### config.mk
export PLATFORM = sky130hd
export DESIGN_NAME = squeeze_output_unit
export DESIGN_NICKNAME = d
export VERILOG_FILES = /design/src/rtl/squeeze_output_unit.sv
export SDC_FILE = /design/constraint.sdc
export NUM_CORES = 1
export LEC_CHECK = 0
export ABC_AREA = 1
export BUFFER_PORTS_ARGS = -buffer_cell sky130_fd_sc_hd__buf_2
export CAP_MARGIN = 20
export CORE_AREA = 10 10 661 663
export CTS_BUF_LIST = sky130_fd_sc_hd__clkbuf_8
export DETAILED_ROUTE_END_ITERATION = 6
export DIE_AREA = 0 0 671 673
export PLACE_DENSITY = 0.3
export RECOVER_POWER = 50
export SLEW_MARGIN = 10
export SYNTH_ARGS = -nofsm -noshare
export SYNTH_HDL_FRONTEND = slang
export SYNTH_SLANG_ARGS = --single-unit
### constraint.sdc
create_clock -name clk -period 4 [get_ports clk]
set_input_delay 0.6 -clock clk [delete_from_list [all_inputs] [get_ports clk]]
set_output_delay 0.6 -clock clk [all_outputs]
set_load 0.02 [all_outputs]
### src/rtl/squeeze_output_unit.sv
// Streams the rate lanes of the permuted Keccak state as 64-bit beats and requests a new permutation when a rate block runs out.
// The first beat is valid the cycle after state_valid_i, then one beat per cycle; outputs hold while ready_i is low.
module squeeze_output_unit #(
  parameter int OUT_LEN_WIDTH = 16,
  parameter int ROW_SIZE      = 5,
  parameter int COL_SIZE      = 5,
  parameter int LANE_SIZE     = 64,
  parameter int RATE_WIDTH    = 11
) (
  input  logic                                           clk,
  input  logic                                           rst_n,
  input  logic                                           start_i,
  input  logic [RATE_WIDTH-1:0]                          rate_i,
  input  logic [OUT_LEN_WIDTH-1:0]                       out_len_i,
  input  logic [ROW_SIZE-1:0][COL_SIZE-1:0][LANE_SIZE-1:0] state_array_i,
  input  logic                                           state_valid_i,
  output logic                                           perm_req_o,
  output logic [63:0]                                    data_o,
  output logic [7:0]                                     keep_o,
  output logic                                           valid_o,
  output logic                                           last_o,
  input  logic                                           ready_i,
  output logic                                           busy_o,
  output logic                                           done_o
);

  localparam int NUM_LANES = ROW_SIZE * COL_SIZE;
  localparam int LIDX_W    = $clog2(NUM_LANES);
  localparam logic [LIDX_W-1:0]        LIDX_ONE  = LIDX_W'(1);
  localparam logic [OUT_LEN_WIDTH-1:0] LANE_BYTES = OUT_LEN_WIDTH'(8);

  typedef enum logic [1:0] {
    IDLE       = 2'd0,
    WAIT_STATE = 2'd1,
    SQUEEZE    = 2'd2
  } state_e;

  state_e                   state_q, state_d;
  logic [LIDX_W-1:0]        lane_idx_q, lane_idx_d;
  logic [LIDX_W-1:0]        rate_lanes_q, rate_lanes_d;
  logic [OUT_LEN_WIDTH-1:0] bytes_rem_q, bytes_rem_d;
  logic                     perm_req_q, perm_req_d;
  logic                     done_q, done_d;

  // Flatten the state so lane i sits at x = i % 5, y = i / 5.
  logic [NUM_LANES-1:0][LANE_SIZE-1:0] lanes;
  for (genvar i = 0; i < NUM_LANES; i++) begin : g_lane
    assign lanes[i] = state_array_i[i % ROW_SIZE][i / ROW_SIZE];
  end

  logic [LANE_SIZE-1:0] lane_sel;
  assign lane_sel = lanes[lane_idx_q];

  always_ff @(posedge clk) begin
    if (!rst_n) begin
      state_q      <= IDLE;
      lane_idx_q   <= '0;
      rate_lanes_q <= '0;
      bytes_rem_q  <= '0;
      perm_req_q   <= 1'b0;
      done_q       <= 1'b0;
    end else begin
      state_q      <= state_d;
      lane_idx_q   <= lane_idx_d;
      rate_lanes_q <= rate_lanes_d;
      bytes_rem_q  <= bytes_rem_d;
      perm_req_q   <= perm_req_d;
      done_q       <= done_d;
    end
  end

  always_comb begin
    valid_o = 1'b0;
    last_o  = 1'b0;
    keep_o  = '0;
    data_o  = '0;
    if (state_q == SQUEEZE) begin
      valid_o = 1'b1;
      last_o  = (bytes_rem_q <= LANE_BYTES);
      for (int k = 0; k < 8; k++) begin
        keep_o[k]       = (bytes_rem_q > OUT_LEN_WIDTH'(k));
        data_o[8*k +: 8] = keep_o[k] ? lane_sel[8*k +: 8] : 8'h00;
      end
    end
  end

  always_comb begin
    state_d      = state_q;
    lane_idx_d   = lane_idx_q;
    rate_lanes_d = rate_lanes_q;
    bytes_rem_d  = bytes_rem_q;
    perm_req_d   = 1'b0;
    done_d       = 1'b0;
    unique case (state_q)
      IDLE: begin
        if (start_i) begin
          if (out_len_i != '0) begin
            rate_lanes_d = LIDX_W'(rate_i >> 6);
            bytes_rem_d  = out_len_i;
            lane_idx_d   = '0;
            state_d      = WAIT_STATE;
          end else begin
            done_d = 1'b1;
          end
        end
      end
      WAIT_STATE: begin
        // A state_valid_i coinciding with our own request still refers to the old state.
        if (state_valid_i && !perm_req_q) begin
          state_d = SQUEEZE;
        end
      end
      SQUEEZE: begin
        if (ready_i) begin
          if (bytes_rem_q <= LANE_BYTES) begin
            done_d  = 1'b1;
            state_d = IDLE;
          end else if (lane_idx_q == rate_lanes_q - LIDX_ONE) begin
            bytes_rem_d = bytes_rem_q - LANE_BYTES;
            lane_idx_d  = '0;
            perm_req_d  = 1'b1;
            state_d     = WAIT_STATE;
          end else begin
            bytes_rem_d = bytes_rem_q - LANE_BYTES;
            lane_idx_d  = lane_idx_q + LIDX_ONE;
          end
        end
      end
      default: state_d = IDLE;
    endcase
  end

  assign perm_req_o = perm_req_q;
  assign done_o     = done_q;
  assign busy_o     = (state_q != IDLE);

endmodule

Word level (Yosys, flattened, before mapping)
Cells that the tools add are included.

Add/subtract/negate cells: 3. $mul: 0. Div/mod/pow operators: 0. $lt $le $gt $ge: 10. Equal/unequal tests: 9. Shifts and indexed selects: 0. Multiplexer cells: 38. Bitwise operators: 3. Reductions and logical operators: 10.

Operators with widths (count): binary-select mux 64 bit (select 5 bit) (1); 2-to-1 mux 64 bit (2); 2-to-1 mux 8 bit (9); greater-than comparator 16 x 3 -> 1 bit (second input constant) (4); 2-to-1 mux 16 bit (4); greater-than comparator 16 x 1 -> 1 bit (second input constant) (2); greater-than comparator 16 x 2 -> 1 bit (second input constant) (2); one-hot mux 16 bit (2 select lines) (1); 2-to-1 mux 5 bit (5); <= comparator 16 x 4 -> 1 bit (second input constant) (1); nonzero test 16 bit (1); subtractor 16 x 4 -> 16 bit (second input constant) (1); 2-to-1 mux 2 bit (6); != test 2 bit (second input constant) (5); one-hot mux 5 bit (2 select lines) (1); AND reduction 5 bit (2); 2-to-1 mux 1 bit (7); < comparator 5 x 6 -> 1 bit (second input constant) (1); one-hot mux 2 bit (3 select lines) (1); adder 5 x 1 -> 5 bit (second input constant) (1); == test 5 bit (1); subtractor 5 x 1 -> 5 bit (second input constant) (1); nonzero test 2 bit (2); OR reduction 4 bit (1); 9 further kinds (11).

Register bits after elaboration: 30. Bits in latches: 0. RAM bits: 0. ROM bits: 0. Input bits: 1632. Memories kept: 0.

Depth between registers and ports, before layout
Depth after elaboration: 6. Gate-level depth with buffers: 14. Gate-level depth less buffers: 13.

Worst setup path after synthesis
Ideal clock, no wire load.

Path kind: register -> output. Start: reg bytes_rem_q[3]. End: out data_o[48]. Arrival: 1702 ps. Data required time: 3400 ps. Slack: 1698 ps. Stages on the path, launching flop included: 8. Cells stage by stage: dfxtp_1 -> inv_1 -> ha_1 -> nand3_1 -> o22ai_1 -> nor2_1 -> nand2_1 -> nor2_1.

Cells in the longest elaborated chain, start to end: 3.

RTL lines: from (decl) (line 41) `logic [OUT_LEN_WIDTH-1:0] bytes_rem_q, bytes_rem_d;`; from (signal assigned) (line 66) `bytes_rem_q <= bytes_rem_d;`; greater-than comparator 16 x 3 -> 1 bit (line 81) `keep_o[k] = (bytes_rem_q > OUT_LEN_WIDTH'(k));`; 2-to-1 mux 8 bit (line 82) `data_o[8*k +: 8] = keep_o[k] ? lane_sel[8*k +: 8] : 8'h00;`; 2-to-1 mux 64 bit (line 77) `if (state_q == SQUEEZE) begin`; to (decl) (line 18) `output logic [63:0] data_o,`.

No other way between the ends.

Worst setup path after layout
Start: reg lane_idx_q[0]. End: out data_o[30].

Cells in the longest elaborated chain, start to end: 4.

RTL lines: from (decl) (line 39) `logic [LIDX_W-1:0] lane_idx_q, lane_idx_d;`; from (signal assigned) (line 64) `lane_idx_q <= lane_idx_d;`; binary-select mux 64 bit (select 5 bit) (line 52) `assign lane_sel = lanes[lane_idx_q];`; 2-to-1 mux 64 bit (not written as such) (line 52); 2-to-1 mux 8 bit (line 82); 2-to-1 mux 64 bit (line 77).

No other way between the ends. The select of a mux whose other input is x is not followed.

==> impl_metrics.csv <==
group,metric,value,unit
die,top_level_ports,1709,
cts,clk_path_buf_depth,2,
setup_path,worstPathRequired,3.40,ns
logic_synthesis,synthCells,3923,
run_status,violations,"capacitance limit, slew limit",
cts,clock-root-buffer,"clkbuf_8",
place,dp_worst_setup_slack,-0.180,ns
global_route,antenna_found_initial,611,
global_route,wire_length_of_the_first_global_routing_pass,495000,um
logic_synthesis,netlist_area_before_placement,17900,sq um
die,floorplan.die.height,673,um
drt,drcViolationCount,0,
run_status,run_status,"finished with violations",
logic_synthesis,syn_avg_cell_area,4.57,sq um
cts,tritoncts,"built",
run,max_cap_violations,1,
die,die-width,671,um
drt,routed_wl,420000,um
setup_path,critical-path-max-stage-delay,0.80,ns
timing,finalHoldWorstSlack,0.502,ns
global_route,grt_util_all_layers,17.5,%
drt,routed_wire_length_per_instance,36.9,um
setup_path,worst_ep_arrival,3.32,ns
global_route,grt_start_max_net_pins,123,
timing,tightest_slew,1.58,ns
setup_path,timing.critical_path.mode_cell,"nor2_1",
setup_path,crit_path_max_fanout,66,
timing,final.min_clock_period,3.92,ns
timing,slew_headroom,-5.48,%
power,power.total,25500,uW
timing,rsz0062_at_grt,"no",
place,place_congestion,0.896,
timing,total_count_of_max_transition_violations_in_the_final_report,18,
place,place_hpwl,385000,um
drt,viasPerCell,3.33,
timing,final.setup.tns,0,ns
die,initial_utilization,4.24,%
timing,fmax,255,MHz
cts,cts_buffer_count,5,
setup_path,critical_path.startpoint_type,"flop",
timing,report.final.setup_viol,0,
die,fp.coreArea,423000,sq um
logic_synthesis,synth.yosys.warnings,0,
drt,initialDrtViolationCount,4028,
setup_path,worstSetupPathType,"flop to output port",
cts,clk_pin_slew_worst_paths,0.08,ns
cts,worst_skew_pair.late_latency,0.30,ns
power,p_leak,0.0155,uW
timing,layout_worst_path_cycle_share,98.0,%
finish,area_delta_synth_final,93.0,%
finish,layout-drive-gt1-share,35.5,%
power,peak_supply_drop,0.240,mV
timing,final.setup.worst_slack,0.0815,ns
die,rows,239,
die,fp.dieArea,452000,sq um
min_path,hold_class,"flop to flop",
finish,num-nets-final,7126,
cts,hold_buffers,0,
timing,fin_skew,0.0114,ns
place,numPortBuffers,1702,
finish,final_core_utilization,8.18,%
global_route,grt_remaining_overflow,0,
cts,cts_max_level,2,
finish,fillers,51158,
global_route,first_global_vias,34425,
setup_path,timing.critical_path.cells,"clkinv_16 > buf_4 > nor2_1 > o21ai_0 > o21ai_1 > nand3_1 > nand2_1 > nor2_1 > buf_2",
logic_synthesis,synth.distinct_cells,38,
drt,antenna_violating_nets_left,0,
setup_path,worst_path_max_delay_cell,"o21ai_1",
cts,cts_sinks,30,
power,p_per_area,738,nW/um^2
drt,drtPass1Iterations,5,
logic_synthesis,synthesis.nets,5559,
logic_synthesis,ys_seq_area_share,3.35,%
timing,final_hold_viol_count,0,
setup_path,critical_path_sink_type,"output port",
drt,routed-via-count,37864,
logic_synthesis,ys_seq_elements,30,
==> cell type report <==
cell class / count / area, sq um / area share, %
antenna: 214 / 536 / 1.55
tap: 5663 / 7090 / 20.5
clock inverter: 1 / 30.0 / 0.0868
inverter: 54 / 251 / 0.727
multi-input combinational: 3490 / 15300 / 44.3
clock buffer: 6 / 82.6 / 0.239
sequential: 30 / 616 / 1.78
timing repair buffer: 1909 / 10600 / 30.8
==> worst paths after layout <==
check	cells past startpoint	slack (ns)	start	end
worst max-delay path	9	0.08	lane_idx_q[0]	data_o[30]
worst max register to register	12	0.35	state_q[0]	lane_idx_q[2]
worst min register to register	2	0.50	bytes_rem_q[9]	bytes_rem_q[9]
worst min-delay path	2	0.50	bytes_rem_q[9]	bytes_rem_q[9]
==> stage by stage <==
stage | cells | area [sq um]
floorplan | 3923 | 17900
global placement | 11144 | 33900
detailed placement | 11144 | 33900
CTS | 11153 | 34100
global route | 11202 | 34200
finish | 11367 | 34600
==> state kept, by name (all words and copies together), names as in the netlist <==
register      flops
perm_req_o        1
done_o            1
rate_lanes_q      5
bytes_rem_q      16
lane_idx_q        5
state_q           2
==> cells by family (layout without fill, tap and decap cells) <==
group	after synthesis	count (layout)	share of synthesized area, %
adder cells (fa/ha/maj)	4	4	0.279
XOR/XNOR	1	1	0.0489
AO/OA/AOI/OAI	559	559	16.8
buffers and inverters	403	1970	11.7
AND/OR/NAND/NOR	2926	2926	67.7
flip-flops	30	30	3.35
other	0	214	0
==> critical path: cells and delay by family, from the launching register on <==
family                 cells  cell delay, ns
AOI/OAI and AO/OA          2            1.10
DFF                        1            0.55
buffers and inverters      3            0.80
and+or+nand+nor            4            0.39
==> metal layers <==
metal  wire [um]  up-vias  global-route usage, %  part of all wire, %
li1            -    16358                      -                    -
met3       56400      995                   9.86                   13
met1      154000    17473                   19.3                   37
met2      198000     2684                   30.3                   47
met4        8930      354                   1.60                  2.1
met5        2360        -                      0                 0.56
==> power by group <==
part           switching (uW)  total, uW  internal (uW)
clock                     145        344            200
sequential                238        668            430
combinational           18100      24500           6420
==> cells in the mapped netlist (all sizes together) <==
library cell	count	share of area [%]
nor3	1	0.028
clkbuf	106	2.2
inv	54	1.2
nor2	451	9.7
ha	4	0.28
a31oi	56	2.0
o22ai	24	0.84
a41oi	1	0.091
nand4	4	0.14
dfxtp	30	3.4
nand2	1602	34
o31ai	3	0.15
xor2	1	0.049
nand3	867	24
a22oi	8	0.34
buf	243	8.4
o21ai	364	10
o211ai	19	0.80
o21bai	5	0.21
or2	1	0.035
a21oi	79	2.2
==> layout by cell type (no fill, tap or decap), types with 2 or more instances in the layout <==
master and n:
o22ai_1 24, nand2_2 9, nor2_1 445, a31oi_1 55
buf_4 165, o31ai_1 2, o211ai_1 19, nand3_2 5
inv_8 2, nand2_4 3, clkbuf_1 14, dfxtp_4 4
ha_1 4, a21oi_4 2, nor2_4 3, diode_2 214
nor2_2 2, nand2_1 1590, a22oi_1 8, o21ai_2 7
inv_1 48, o21ai_1 48, clkbuf_8 6, dfxtp_1 26
a21oi_1 76, nand3_1 862, o21ai_0 309, buf_12 46
buf_2 1682, nand4_1 4, o21bai_1 5
==> timing repair <==
item,in CTS,in global routing
buffers inserted,2,0
setup endpoints to repair,26,2
gates resized for setup,25,1
Power figures use the tool's default switching activity.
